--- src/rtl/scroll_pkg.sv ---
// Shared constants and mode encoding for the scrolling-text display control path.
package scroll_pkg;

  localparam int unsigned CLK50_HZ         = 50_000_000;
  localparam int unsigned FAST_DIV_DEF     = CLK50_HZ;
  localparam int unsigned SLOW_MULT_DEF    = 4;
  localparam int unsigned DEBOUNCE_CYC_DEF = CLK50_HZ / 50;

  typedef enum logic {
    MODE_FAST = 1'b0,
    MODE_SLOW = 1'b1
  } mode_e;

  // Counter width for a modulus n, never narrower than one bit.
  function automatic int unsigned cnt_width(input int unsigned n);
    return (n > 1) ? $clog2(n) : 1;
  endfunction

endpackage

--- src/rtl/scroll_tick_gen_key_debounce.sv ---
// One pushbutton: synchroniser, level debouncer and registered press pulse.
module key_debounce
  import scroll_pkg::*;
#(
  parameter int unsigned SYNC_STAGES  = 2,
  parameter int unsigned DEBOUNCE_CYC = DEBOUNCE_CYC_DEF
) (
  input  logic clk,
  input  logic clr_n,
  input  logic key,
  output logic rise,
  output logic evt
);

  localparam int unsigned     CW       = cnt_width(DEBOUNCE_CYC);
  localparam logic [CW-1:0]   CNT_LAST = CW'(DEBOUNCE_CYC - 1);

  logic [SYNC_STAGES-1:0] sync;
  logic                   sample;
  logic                   level;
  logic                   level_q;
  logic [CW-1:0]          cnt;

  assign sample = sync[SYNC_STAGES-1];
  // High for the one cycle after the debounced level has gone 0->1.
  assign rise   = level & ~level_q;

  always_ff @(posedge clk) begin
    if (!clr_n) begin
      sync    <= '0;
      level   <= 1'b0;
      level_q <= 1'b0;
      cnt     <= '0;
      evt     <= 1'b0;
    end else begin
      sync    <= {sync[SYNC_STAGES-2:0], key};
      level_q <= level;
      evt     <= rise;
      if (sample == level) begin
        cnt <= '0;
      end else if (cnt == CNT_LAST) begin
        level <= ~level;
        cnt   <= '0;
      end else begin
        cnt <= cnt + CW'(1);
      end
    end
  end

endmodule

--- src/rtl/scroll_tick_gen.sv ---
// Scroll-rate control: debounced mode keys, fast/slow prescaler, one-cycle advance strobe.
module scroll_tick_gen
  import scroll_pkg::*;
#(
  parameter int unsigned FAST_DIV     = FAST_DIV_DEF,
  parameter int unsigned SLOW_MULT    = SLOW_MULT_DEF,
  parameter int unsigned DEBOUNCE_CYC = DEBOUNCE_CYC_DEF,
  parameter int unsigned SYNC_STAGES  = 2
) (
  input  logic clk50,
  input  logic clr_n,
  input  logic key0,
  input  logic key1,
  output logic tick,
  output logic slow,
  output logic key0_evt,
  output logic key1_evt
);

  localparam int unsigned   PW        = cnt_width(FAST_DIV);
  localparam int unsigned   SW        = cnt_width(SLOW_MULT);
  localparam logic [PW-1:0] PCNT_LAST = PW'(FAST_DIV - 1);
  localparam logic [SW-1:0] SCNT_LAST = SW'(SLOW_MULT - 1);

  mode_e         mode;
  mode_e         mode_next;
  logic [PW-1:0] pcnt;
  logic [PW-1:0] pcnt_next;
  logic [SW-1:0] scnt;
  logic [SW-1:0] scnt_next;
  logic          tick_next;
  logic          pwrap;
  logic          mode_chg;
  logic          rise0;
  logic          rise1;

  key_debounce #(
    .SYNC_STAGES (SYNC_STAGES),
    .DEBOUNCE_CYC(DEBOUNCE_CYC)
  ) u_key0 (
    .clk  (clk50),
    .clr_n(clr_n),
    .key  (key0),
    .rise (rise0),
    .evt  (key0_evt)
  );

  key_debounce #(
    .SYNC_STAGES (SYNC_STAGES),
    .DEBOUNCE_CYC(DEBOUNCE_CYC)
  ) u_key1 (
    .clk  (clk50),
    .clr_n(clr_n),
    .key  (key1),
    .rise (rise1),
    .evt  (key1_evt)
  );

  always_ff @(posedge clk50) begin
    if (!clr_n) begin
      mode <= MODE_FAST;
      pcnt <= '0;
      scnt <= '0;
      tick <= 1'b0;
    end else begin
      mode <= mode_next;
      pcnt <= pcnt_next;
      scnt <= scnt_next;
      tick <= tick_next;
    end
  end

  always_comb begin
    mode_next = mode;
    if (rise0) begin
      mode_next = MODE_FAST;
    end else if (rise1) begin
      mode_next = MODE_SLOW;
    end
    mode_chg = (mode_next != mode);

    pwrap     = (pcnt == PCNT_LAST);
    pcnt_next = pwrap ? '0 : pcnt + PW'(1);
    scnt_next = scnt;
    if (pwrap) begin
      scnt_next = (scnt == SCNT_LAST) ? '0 : scnt + SW'(1);
    end
    tick_next = pwrap && ((mode == MODE_FAST) || (scnt == SCNT_LAST));

    // A real mode change restarts the period and swallows any coincident tick.
    if (mode_chg) begin
      pcnt_next = '0;
      scnt_next = '0;
      tick_next = 1'b0;
    end
  end

  assign slow = (mode == MODE_SLOW);

endmodule

--- config.mk ---
export PLATFORM = sky130hd
export DESIGN_NAME = scroll_tick_gen
export DESIGN_NICKNAME = d
export VERILOG_FILES = /design/src/rtl/scroll_pkg.sv /design/src/rtl/scroll_tick_gen_key_debounce.sv /design/src/rtl/scroll_tick_gen.sv
export SDC_FILE = /design/constraint.sdc
export NUM_CORES = 1
export LEC_CHECK = 0
export ABC_AREA = 1
export CORE_MARGIN = 10
export CORE_UTILIZATION = 47
export DETAILED_ROUTE_END_ITERATION = 16
export HOLD_SLACK_MARGIN = 0.15
export PLACE_DENSITY_LB_ADDON = 0.2
export RECOVER_POWER = 25
export SKIP_LAST_GASP = 1
export SYNTH_ARGS = -nofsm -noshare
export SYNTH_HDL_FRONTEND = slang
export SYNTH_SLANG_ARGS = --single-unit
--- constraint.sdc ---
create_clock -name clk50 -period 1.7 [get_ports clk50]
set_input_delay 0.425 -clock clk50 [delete_from_list [all_inputs] [get_ports clk50]]
set_output_delay 0.425 -clock clk50 [all_outputs]
set_load 0.005 [all_outputs]
; Word-level counts from Yosys, hierarchy flattened
; Cells that the tools add are included.
[totals]
reg_bits = 80
inputBits = 4
out_inout_bits = 4
elab_cells = 46
[classes]
add_sub_neg = 4
eq_ne = 7
muxes = 3
bitwise_logic = 10
n_reduce_logical = 8
[op_table]
columns = cell, count
row1 = 20-bit by 1-bit adder with 20-bit output (second input constant), 2
row2 = 20-bit == test (second input constant), 2
row3 = 26-bit by 1-bit adder with 26-bit output (second input constant), 1
row4 = 26-bit == test (second input constant), 1
row5 = 3-bit OR reduction, 3
row6 = 1-bit NOT, 8
row7 = 2-bit AND reduction, 2
row8 = 2-bit by 1-bit adder with 2-bit output (second input constant), 1
row9 = 1-bit AND, 2
row10 = 1-bit == test, 2
row11 = 2-bit == test (second input constant), 1
row12 = 1-bit two-way mux, 2
row13 = 2-bit two-way mux, 1
row14 = 2-bit OR reduction, 1
row15 = 1-bit logical AND, 1
row16 = 1-bit logical OR, 1
row17 = 1-bit inequality test, 1

; Logic depth before layout (Yosys ltp)
[logic_depth]
word_depth = 6
mapped_depth = 9
ltp_nobuf = 9

; Hierarchy
; From an unflattened synthesis, not the netlist that was laid out.
[unflattened]
hier_cells = 581
hier_area_um2 = 4056.4
[by_module_without_submodules]
columns = module, instances, cells_each, area_per_inst_um2
row1 = key_debounce, 2, 170, 1231.2
row2 = scroll_tick_gen, 1, 241, 1594.0

; Least setup slack after synthesis
; Ideal clock, no wire load.
[synth_timing]
path_type = reg-to-reg
startpoint = register pcnt[0]
endpoint = register pcnt[12]
setup_time_ps = 115
t_arrival_ps = 1316
required_ps = 1585
path_slack_ps = 269
path_stages_with_launch = 10
path_buffers = 1
synth_period_minus_slack_ps = 1431
cell_sequence = dfxtp_1 > ha_1 > nand3_2 > nor2_4 > inv_2 > nor2_4 > nand2_2 > nand2_4 > buf_6 > nor2_1
[synth_between]
elab_chain_len = 2
word_cells_on_any_way = 3
cone_classes = 1 x add/sub / 1 x eq/ne / 1 x reduce/logical
[synth_lines]
columns = item, line_no
row1 = from (decl), scroll_tick_gen.sv:27  ; logic [PW-1:0] pcnt;
row2 = from (signal assigned), scroll_tick_gen.sv:67  ; pcnt <= pcnt_next;
row3 = branches (longest 2 deep; another with 26-bit by 1-bit adder with 26-bit output), -
; Parallel ways; which one is timed is not known.
; A chain may end at the register's enable or synchronous reset.

; Worst setup path after layout
[layout_timing]
startpoint = register mode (netlist: slow)
endpoint = output slow
[layout_rtl]
columns = item, line_no
row1 = from (decl), scroll_tick_gen.sv:25  ; mode_e mode;
row2 = from (signal assigned), scroll_tick_gen.sv:66  ; mode <= mode_next;
row3 = to (decl), scroll_tick_gen.sv:15  ; output logic slow,
; No word-level cell between the ends.

==> results.tsv <==
metric	value	unit
outcome	completed	
worst_path_max_delay_cell	clkdlybuf4s50_1	
diodes	0	
ys_ff_latch	80	
area_growth	12.30	%
multi_input_area	2090	um^2
fin_cells	741	
synth_warnings	0	
viasPerCell	4.772	
drt_iter0_drc	204	
routed_wl	8.082	mm
cts_hold_buf	0	
vias	3536	
p_seq_share	56.0	%
maxSlewHeadroom	76.73	%
arrival	1.22	ns
cap_violations	0	
postSynthAreaPerCell	6.580	um^2
fillers	809	
hold_viol	0	
clk_pin_slew_worst_paths	0.09	ns
crit_type	flip-flop to output port	
intPower	0.002603	W
rsz0062_at_grt	false	
start_util	48.29	%
grt_use_total	13.19	%
postLayoutCellArea	4456	um^2
antenna_found_initial	0	
critical_path.top_delay_family	buffers and inverters	
syn_nets	611	
place_inst	724	
regArea	1603	um^2
synth_area_leaders	dfxtp_1, nand2_1, nor2_1, inv_1, nand3_1	
p_switching	0.0007750	W
cts-root-buf	clkbuf_8	
slowest_delay	0.51	ns
clock_path_buffers	2	
gp_congestion	0.8982	
grt_pass1_vias	3182	
io_pins	8	
drv_slew	0	
synth_top_area_share	40.37	%
placed_area	4242	um^2
synthesis.area	3968	um^2
htreeDepth	3	
yosysSeqAreaShare	40.37	%
clkPwrFrac	41.9	%
setup_viol	0	
rows	33	
io_buffers	7	
combinationalPowerShare	2.1	%
hp-start	u_key1.level_q	
cts_tree	built	
nets	639	
clock_sinks	80	
grt_overflow	0	
startpoint	slow	
crit_fanout	4	
ant_nets	0	
cts_buffers	9	
synth_area_leader_cell	dfxtp_1	
path_buf_inv	1	
worstSkewPairLatency	0.35	ns
switching_share	22.94	%
power.density	758.1	nW/um^2
drt_drc_violations_left	0	
p_leak	1.516	nW
fmax	607.4	MHz
worstPathCellList	clkdlybuf4s50_1	
critPathLaunchType	flip-flop	
hp-class	flip-flop to flip-flop	
syn_inst	603	
grt_max_degree	27	
core_area	8217	um^2
dieHeight	111.9	um
dr.pass1.iters	5	
fin_worst_skew	0.01174	ns
timing.final.crit_share	96.85	%
fin_total_pwr	0.003378	W
synthDistinctLibCells	26	
vdd_drop_max	366.2	uV
design.die.area	12520	um^2
worstPathRequired	1.27	ns
drive_gt1_share	7.547	%
fin_crit	1.646	ns
wl_per_cell	10.91	um
dpl.hpwl	5.985	mm
reg2reg_from	u_key0.cnt[0]	
endpoint_kind	output port	
max_slew.worst_pin.slew	0.3484	ns
grt_pass1_wl	14.24	mm
die_x	111.9	um
[path summary, 6_finish.rpt]
path                                       end  slack, ns  cells after the start
worst min register to register      u_key1.evt       0.41                      1
worst max-delay path                      slow       0.05                      1
worst max register to register  u_key0.cnt[18]       0.13                      9
worst min-delay path                u_key1.evt       0.41                      1
[layer usage]
metal  wire length [um]  part of all wire (%)  up-vias  track usage [%]
met4                143                   1.8        0            5.313
li1                   -                     -     1919                -
met1               4196                    52     1562            17.54
met3                217                   2.7       14            2.523
met5                  0                     0        -                0
met2               3525                    44       41            20.44
[per-stage QoR]
step	setup WS (ns)	hold slack [ns]	utilization, %	setup TNS (ns)
CTS	0.03003	0.4161	54.10	0
detailed placement	-0.1418	0.4029	51.62	-4.101
global placement	-0.09388	0.3942	51.62	-2.507
global route	0.007288	0.4255	54.23	0
finish	0.05352	0.4131	54.23	0
floorplan	0.2695	0.3905	-	0
[synth_stat cells (all sizes together)]
library cell,n
nor3b,1
a21oi,27
ha,4
nand3,46
nor3,2
dfxtp,80
o21bai,3
xor2,13
o21ai,7
nor2,150
inv,63
buf,5
xnor2,12
nand3b,4
nand4,4
or2,10
nand2,172
[power by group through the flow]
| stage | Clock (W) | Sequential, W | Combinational (W) |
|---|---|---|---|
| floorplan | 0 | 0.00194 | 0.0000459 |
| global placement | 0 | 0.00194 | 0.0000706 |
| detailed placement | 0 | 0.00194 | 0.0000718 |
| CTS | 0.00145 | 0.00189 | 0.0000727 |
| global route | 0.00151 | 0.00189 | 0.0000815 |
| finish | 0.00141 | 0.00189 | 0.0000720 |
[flip-flops by register name, indices dropped and copies added (netlist names)]
| name | cells |
|---|---|
| pcnt | 26 |
| u_key0.cnt | 20 |
| u_key1.sync | 2 |
| u_key1.cnt | 20 |
| u_key0.evt | 1 |
| slow | 1 |
| u_key0.level_q | 1 |
| u_key0.sync | 2 |
| u_key1.level | 1 |
| u_key0.level | 1 |
| tick | 1 |
| u_key1.evt | 1 |
| u_key1.level_q | 1 |
| scnt | 2 |
[what timing repair did]
item,4_1_cts,5_1_grt
setup endpoints to repair,17,27
pin swaps,0,1
setup buffers,0,1
gates resized for setup,2,1
[cell usage in the layout (no fill, tap or decap), types with 3 or more instances in the layout]
master / n
clkbuf_8: 9
o21bai_1: 3
ha_1: 4
buf_4: 9
nand4_1: 4
nand3_1: 45
clkdlybuf4s50_1: 6
xnor2_1: 12
or2_0: 3
nor2_2: 5
o21ai_0: 7
a21oi_1: 27
nand3b_1: 4
nand2_1: 169
xor2_1: 13
inv_1: 62
clkbuf_1: 3
or2_2: 7
nor2_1: 143
dfxtp_1: 79
[logic make-up (layout without fill, tap and decap cells)]
| family | after synthesis | count (layout) | synth area share (%) |
|---|---|---|---|
| buffers and inverters | 68 | 101 | 7.095 |
| and+or+nand+nor | 389 | 389 | 40.81 |
| AOI/OAI and AO/OA | 37 | 37 | 4.951 |
| xor gates and xnor gates | 25 | 25 | 5.519 |
| DFF | 80 | 80 | 40.37 |
| adders and majority gates | 4 | 4 | 1.261 |
[area by class of cell]
| type | count | area share, % |
|---|---|---|
| clock buffer | 10 | 2.864 |
| clock inverter | 6 | 1.516 |
| inverter | 63 | 5.308 |
| multi-input combinational | 455 | 46.90 |
| sequential | 80 | 35.97 |
| tap | 105 | 2.949 |
| timing repair buffer | 22 | 4.493 |
Power figures use the tool's default switching activity.
